## config.mk

```make
export PLATFORM = sky130hd
export DESIGN_NAME = mmio_timer
export DESIGN_NICKNAME = d
export VERILOG_FILES = /design/src/rtl/mmio_timer_pkg.sv /design/src/rtl/mmio_timer_lane.sv /design/src/rtl/mmio_timer.sv
export SDC_FILE = /design/constraint.sdc
export NUM_CORES = 1
export LEC_CHECK = 0
export BUFFER_PORTS_ARGS = -buffer_cell sky130_fd_sc_hd__buf_4
export CORE_MARGIN = 3
export CORE_UTILIZATION = 40
export CTS_CLUSTER_DIAMETER = 120
export DETAILED_ROUTE_END_ITERATION = 16
export PLACE_DENSITY_LB_ADDON = 0.25
export SLEW_MARGIN = 20
export SYNTH_ARGS = -nofsm -noshare
export SYNTH_HDL_FRONTEND = slang
export SYNTH_SLANG_ARGS = --single-unit
```

## constraint.sdc

```tcl
create_clock -name clk -period 4.44 [get_ports clk]
set_clock_uncertainty 0.1 [all_clocks]
set_input_delay 0.888 -clock clk [delete_from_list [all_inputs] [get_ports clk]]
set_output_delay 0.888 -clock clk [all_outputs]
set_load 0.1 [all_outputs]
```

## src/rtl/mmio_timer_pkg.sv

```systemverilog
// Shared types and constants for the memory-mapped machine timer.
// Offsets are byte offsets from the peripheral base address.
package mmio_timer_pkg;

   // Data-memory access size as issued by the core's load/store path.
   typedef enum logic [1:0] {
      DmemByte = 2'b00,
      DmemHalf = 2'b01,
      DmemWord = 2'b10
   } op_enum_dmem_size;

   localparam logic [4:0] MTIMER_OFF_MTIME_LO    = 5'h00;
   localparam logic [4:0] MTIMER_OFF_MTIME_HI    = 5'h04;
   localparam logic [4:0] MTIMER_OFF_MTIMECMP_LO = 5'h08;
   localparam logic [4:0] MTIMER_OFF_MTIMECMP_HI = 5'h0C;
   localparam logic [4:0] MTIMER_OFF_CTRL        = 5'h10;
   localparam logic [4:0] MTIMER_OFF_STATUS      = 5'h14;

   localparam int unsigned MTIMER_CTRL_EN       = 0;
   localparam int unsigned MTIMER_CTRL_IRQ_EN   = 1;
   localparam int unsigned MTIMER_CTRL_PRE_LSB  = 8;
   localparam int unsigned MTIMER_CTRL_PRE_MSB  = 15;

   localparam int unsigned MTIMER_STATUS_HIT    = 0;
   localparam int unsigned MTIMER_STATUS_MATCH  = 1;
   localparam int unsigned MTIMER_STATUS_ERR    = 2;

endpackage

```

## src/rtl/mmio_timer_lane.sv

```systemverilog
// Byte/half/word lane helper for 32-bit MMIO registers: merges a store into
// the addressed lane and extracts/extends a load. Purely combinational.
module mmio_lane
   import mmio_timer_pkg::*;
(
   input  logic [31:0]      reg_i,      // current register value
   input  logic [31:0]      wdata_i,    // right-aligned store data
   input  logic [1:0]       off_i,      // addr[1:0]
   input  op_enum_dmem_size size_i,
   input  logic             zero_ex_i,
   output logic [31:0]      merged_o,   // register value after the store
   output logic [31:0]      wmask_o,    // bits touched by the store
   output logic [31:0]      wshift_o,   // store data placed in its lane
   output logic [31:0]      rdata_o,    // extended load data
   output logic             aligned_o
);

   logic [7:0]  rd_byte;
   logic [15:0] rd_half;

   assign rd_byte = reg_i[{off_i, 3'b000} +: 8];
   assign rd_half = reg_i[{off_i[1], 4'b0000} +: 16];

   // Lane mask, placed store data and load extraction per access size.
   always_comb begin
      wmask_o   = 32'h0;
      wshift_o  = wdata_i;
      rdata_o   = 32'h0;
      aligned_o = 1'b0;
      case (size_i)
         DmemByte: begin
            aligned_o = 1'b1;
            wmask_o   = 32'h0000_00FF << {off_i, 3'b000};
            wshift_o  = {4{wdata_i[7:0]}};
            rdata_o   = zero_ex_i ? {24'h0, rd_byte} : {{24{rd_byte[7]}}, rd_byte};
         end
         DmemHalf: begin
            aligned_o = ~off_i[0];
            wmask_o   = off_i[0] ? 32'h0 : (32'h0000_FFFF << {off_i[1], 4'b0000});
            wshift_o  = {2{wdata_i[15:0]}};
            if (!off_i[0]) begin
               rdata_o = zero_ex_i ? {16'h0, rd_half} : {{16{rd_half[15]}}, rd_half};
            end
         end
         DmemWord: begin
            aligned_o = (off_i == 2'b00);
            wmask_o   = aligned_o ? 32'hFFFF_FFFF : 32'h0;
            rdata_o   = aligned_o ? reg_i : 32'h0;
         end
         default: ;
      endcase
   end

   assign merged_o = (reg_i & ~wmask_o) | (wshift_o & wmask_o);

endmodule

```

## src/rtl/mmio_timer.sv

```systemverilog
// Memory-mapped machine timer: 64-bit mtime with prescaler, 64-bit mtimecmp,
// registered compare and level interrupt. Reads are combinational, writes land
// on the clock edge. Define MMIO_TIMER_ERR_EN to add the bus_err output and the
// sticky STATUS.ERR flag for misaligned or unmapped accesses.
module mmio_timer
   import mmio_timer_pkg::*;
#(
   parameter int unsigned XLEN      = 32,
   parameter logic [31:0] BASE_ADDR = 32'h0000_1000
) (
   input  logic             clk,
   input  logic             res,
   input  logic             req,
   input  logic             ren,
   input  logic             wen,
   input  logic [31:0]      addr,
   input  op_enum_dmem_size mem_size,
   input  logic             zero_ex,
   input  logic [XLEN-1:0]  wr_data,
   output logic [XLEN-1:0]  rd_data,
   output logic             irq
`ifdef MMIO_TIMER_ERR_EN
   ,
   output logic             bus_err
`endif
);

   logic        hit;
   logic [2:0]  widx;
   logic [31:0] rd_word, merged, wmask, wshift, rd_lane;
   logic        aligned, we;
   logic        we_mlo, we_mhi, we_clo, we_chi, we_ctrl, we_stat;
   logic        tick, err_bit;

   logic [63:0] mtime_q, mtime_d, mtimecmp_q, mtimecmp_d;
   logic        en_q, en_d, irq_en_q, irq_en_d;
   logic [7:0]  pre_q, pre_d, pcnt_q, pcnt_d;
   logic        hit_q, hit_d, match_q, match_d;

   assign hit  = (addr[31:5] == BASE_ADDR[31:5]) & req;
   assign widx = addr[4:2];

   // Register read mux; word slots 6 and 7 read as zero.
   always_comb begin
      rd_word = 32'h0;
      case (widx)
         MTIMER_OFF_MTIME_LO[4:2]:    rd_word = mtime_q[31:0];
         MTIMER_OFF_MTIME_HI[4:2]:    rd_word = mtime_q[63:32];
         MTIMER_OFF_MTIMECMP_LO[4:2]: rd_word = mtimecmp_q[31:0];
         MTIMER_OFF_MTIMECMP_HI[4:2]: rd_word = mtimecmp_q[63:32];
         MTIMER_OFF_CTRL[4:2]:        rd_word = {16'h0, pre_q, 6'h0, irq_en_q, en_q};
         MTIMER_OFF_STATUS[4:2]:      rd_word = {29'h0, err_bit, match_q, hit_q};
         default:                     rd_word = 32'h0;
      endcase
   end

   mmio_lane u_lane (
      .reg_i     (rd_word),
      .wdata_i   (wr_data),
      .off_i     (addr[1:0]),
      .size_i    (mem_size),
      .zero_ex_i (zero_ex),
      .merged_o  (merged),
      .wmask_o   (wmask),
      .wshift_o  (wshift),
      .rdata_o   (rd_lane),
      .aligned_o (aligned)
   );

   assign rd_data = (hit & ren & aligned) ? rd_lane : '0;

   assign we      = hit & wen & aligned;
   assign we_mlo  = we & (widx == MTIMER_OFF_MTIME_LO[4:2]);
   assign we_mhi  = we & (widx == MTIMER_OFF_MTIME_HI[4:2]);
   assign we_clo  = we & (widx == MTIMER_OFF_MTIMECMP_LO[4:2]);
   assign we_chi  = we & (widx == MTIMER_OFF_MTIMECMP_HI[4:2]);
   assign we_ctrl = we & (widx == MTIMER_OFF_CTRL[4:2]);
   assign we_stat = we & (widx == MTIMER_OFF_STATUS[4:2]);

   assign tick = en_q & (pcnt_q == pre_q);
   assign irq  = hit_q & irq_en_q;

   // Next-state for counter, compare, control and status.
   always_comb begin
      pcnt_d = pcnt_q;
      if (en_q) begin
         pcnt_d = tick ? 8'h0 : pcnt_q + 8'h1;
      end
      if (we_ctrl) begin
         pcnt_d = 8'h0;
      end

      // A software write owns its half; the other half keeps the increment.
      mtime_d = tick ? mtime_q + 64'h1 : mtime_q;
      if (we_mlo) mtime_d[31:0]  = merged;
      if (we_mhi) mtime_d[63:32] = merged;

      mtimecmp_d = mtimecmp_q;
      if (we_clo) mtimecmp_d[31:0]  = merged;
      if (we_chi) mtimecmp_d[63:32] = merged;

      en_d     = en_q;
      irq_en_d = irq_en_q;
      pre_d    = pre_q;
      if (we_ctrl) begin
         en_d     = merged[MTIMER_CTRL_EN];
         irq_en_d = merged[MTIMER_CTRL_IRQ_EN];
         pre_d    = merged[MTIMER_CTRL_PRE_MSB:MTIMER_CTRL_PRE_LSB];
      end

      hit_d = (mtime_q >= mtimecmp_q);

      // Set on the rising edge of hit_q beats a same-cycle clear.
      match_d = match_q;
      if (we_stat & wmask[MTIMER_STATUS_MATCH] & wshift[MTIMER_STATUS_MATCH]) begin
         match_d = 1'b0;
      end
      if (hit_d & ~hit_q) begin
         match_d = 1'b1;
      end
   end

   // State registers with synchronous reset.
   always_ff @(posedge clk) begin
      if (res) begin
         mtime_q    <= 64'h0;
         mtimecmp_q <= '1;
         en_q       <= 1'b0;
         irq_en_q   <= 1'b0;
         pre_q      <= 8'h0;
         pcnt_q     <= 8'h0;
         hit_q      <= 1'b0;
         match_q    <= 1'b0;
      end else begin
         mtime_q    <= mtime_d;
         mtimecmp_q <= mtimecmp_d;
         en_q       <= en_d;
         irq_en_q   <= irq_en_d;
         pre_q      <= pre_d;
         pcnt_q     <= pcnt_d;
         hit_q      <= hit_d;
         match_q    <= match_d;
      end
   end

`ifdef MMIO_TIMER_ERR_EN
   logic err_q, err_d;

   assign bus_err = hit & (ren | wen) & (~aligned | (widx[2] & widx[1]));
   assign err_bit = err_q;

   // Sticky error flag; a new error in the clearing cycle keeps it set.
   always_comb begin
      err_d = err_q;
      if (we_stat & wmask[MTIMER_STATUS_ERR] & wshift[MTIMER_STATUS_ERR]) begin
         err_d = 1'b0;
      end
      if (bus_err) begin
         err_d = 1'b1;
      end
   end

   // Error flag register.
   always_ff @(posedge clk) begin
      if (res) begin
         err_q <= 1'b0;
      end else begin
         err_q <= err_d;
      end
   end
`else
   assign err_bit = 1'b0;
`endif

endmodule

```

==> impl_metrics.yaml <==
setup_path:
  crit_path_start_kind: "input port"
  crit_type: "in2out"
  cpMaxStageDelayCell: "mux4_2"
  critPathMaxStageDelay_ps: 480
  crit_chain: "buf_4, or2_2, o2bb2ai_1, a221oi_2, mux4_2, or4_1, buf_4, a31oi_2, buf_4"
  cp.required_ps: 3450
  worstPathMaxFanout: 16
  worstPathArrival_ps: 3330
  crit_top_cell: "buf_4"
  r2r_setup_slack_ps: 1240
  end_kind: "primary output"
place:
  gp_congestion: 1.065
  port_buffers: 104
  placed_area_mm2: 0.01222
  post-place-ws_ps: 123.5
  dpl.hpwl_mm: 31.57
route:
  dr.max_layer_used: "met4"
  via_per_inst: 6.202
  dr.first_iter.drc_count: 1214
  routed_wl_mm: 41.80
  route.met3.wl_mm: 4.073
  wl_met2_mm: 17.90
  dr.pass1.iters: 6
  wire_per_inst_um: 23.43
  ant_nets: 0
  m1WireLength_mm: 17.69
  vias: 11060
  drc: 0
synth:
  syn_inst: 1350
  synth.largest_area_cell: "dfxtp_1"
  syn-num-nets: 1488
  synth_top_cells_by_area: "dfxtp_1, ha_1, mux2i_1, nand2_1, o211ai_1"
  ys_types: 69
  synth_edf_count: 0
  synth_seq_area_share: 0.2735
  synth.top_cell.area_share: 0.2735
  async_flop_share: 0
  synthFlopType: "dfxtp_1"
  synth_most_common_cell: "nand2_1"
  ys_top_cells_by_count: "nand2_1, dfxtp_1, inv_1, a21oi_1, nor2_1"
  avgSynthCellArea_um2: 8.024
  yosysWarnings: 0
  synth-seq-cells: 148
  synth_area_mm2: 0.01083
run:
  drv_cap: 0
sta:
  fin_ws_ps: 125.7
  fin_tns_setup_ps: 0
  drv_slew: 0
  rsz0062_at_grt: "no"
  finalSetupViolations: 0
  hold_ws_ps: 389.3
  min_period_over_period: 0.9717
  maxSlewHeadroom: 0.3236
  max_freq_mhz: 231.8
  hold_viol: 0
  min_period_ps: 4314
  worstMarginPinSlew_ps: 986.4
global_route:
  grt_pass1_vias: 10400
  grt_max_degree: 58
  track_usage: 0.2853
  grt_pass1_wl_mm: 63.31
  overflow: 0
  antenna_found_initial: 0
floorplanning:
  initial_core_util: 0.4111
  ios: 105
  core-area_mm2: 0.02635
  num_rows: 59
  dieArea_mm2: 0.02909
  die_x_um: 170.6
  die_y_um: 170.6
clock_tree:
  cts_resized: 0
  cts.path.max_buffers: 2
  cts_tree: "built"
  clkSlewWorstSetupHoldPaths_ps: 70
  cts_num_sinks: 148
  postCtsHoldBufs: 0
  cts_buffers: 17
  clock_latency_ps: 440
  h-tree-depth: 4
  root_buffer: "clkbuf_16"
  cts_setup_buffers: 0
layout:
  fin_area_mm2: 0.01282
  n_antenna_cell: 0
  final_util: 0.4866
  drive_gt1_frac: 0.1781
  areaGrowthSynthToFinish_pct: 18.39
  finalNetCount: 1574
status:
  status: "finished clean"
power_and_ir_drop:
  ir_drop_uv: 255.8
  leakage_nw: 5.450
  powerDensity_mw_per_mm2: 252.7
min_path:
  min-delay-path-class: "reg2reg"
-- state kept, by name, indices dropped and copies added (netlist names) --
name        count
pre_q           8
pcnt_q          8
irq_en_q        1
mtime_q        64
match_q         1
en_q            1
hit_q           1
mtimecmp_q     64
-- critical path: cells and delay by family --
family	cells	cell delay [ps]
simple gates	2	750
buf+inv	3	720
compound gates	3	470
mux	1	480
-- where the power goes --
group | internal (mW) | leakage, nW | total [mW] | switching, mW
registers | 1.33 | 1.19 | 1.33 | 0.000000000662
clock network | 0.809 | 0.293 | 1.50 | 0.693
logic | 0.153 | 3.96 | 0.412 | 0.259
total | 2.29 | 5.45 | 3.24 | 0.952
-- cell type report --
cell class              instances  area (um^2)
well taps                     335        419.2
clock buffers                  17        425.4
repair buffers                158         1224
multi-input cells            1020         7276
clock inverters                15        176.4
fillers                      2545        13530
flip-flops and latches        148         2963
inverters                      91        341.6
-- stage by stage --
stage                     power [mW]  std cells
after floorplan                1.567       1350
after global placement         1.758       1752
after detailed placement       1.758       1752
after CTS                      3.245       1784
after global routing           3.331       1784
final                          3.241       1784
-- placed cells by master (no fill, tap or decap), drive strengths merged, types with 6 or more instances in the layout --
cell type,instances
nand2b,22
ha,66
a22o,16
clkbuf,17
nor2b,6
a21o,7
o211ai,65
nand4,31
inv,102
nand2,155
o2bb2ai,6
mux2,8
nor4b,7
xnor2,53
xor2,21
or3,7
mux2i,62
and2,9
a211oi,36
nor2,77
nor4,46
o21a,6
mux4,7
nor3,18
a221oi,21
o22ai,9
buf,158
a31oi,23
a22oi,16
and4,14
a21oi,81
and3,10
nand3,30
dfxtp,148
o21ai,50
-- cells by family after synthesis --
| group | Yosys count | share of synthesized area |
|---|---|---|
| simple gates | 445 | 0.2141 |
| xor+xnor | 74 | 0.05983 |
| fa+ha+maj | 66 | 0.07623 |
| buf+inv | 182 | 0.06699 |
| flops | 148 | 0.2735 |
| compound gates | 358 | 0.2292 |
| mux | 77 | 0.08016 |
-- per-layer routing --
| layer | GRT usage | vias to the layer above |
|---|---|---|
| met2 | 0.4348 | 573 |
| met3 | 0.05568 | 120 |
| met4 | 0.1425 | 0 |
| met1 | 0.3855 | 5217 |
| li1 | - | 5154 |
| met5 | 0 | - |
-- path summary, 6_finish.rpt --
check             start           to  depth (start not counted)
max             addr[2]  rd_data[30]                          9
min            pre_q[6]     pre_q[6]                          2
max reg2reg  mtime_q[3]  mtime_q[60]                          7
min reg2reg    pre_q[6]     pre_q[6]                          2
No activity file was read; power rests on OpenSTA's default activity.
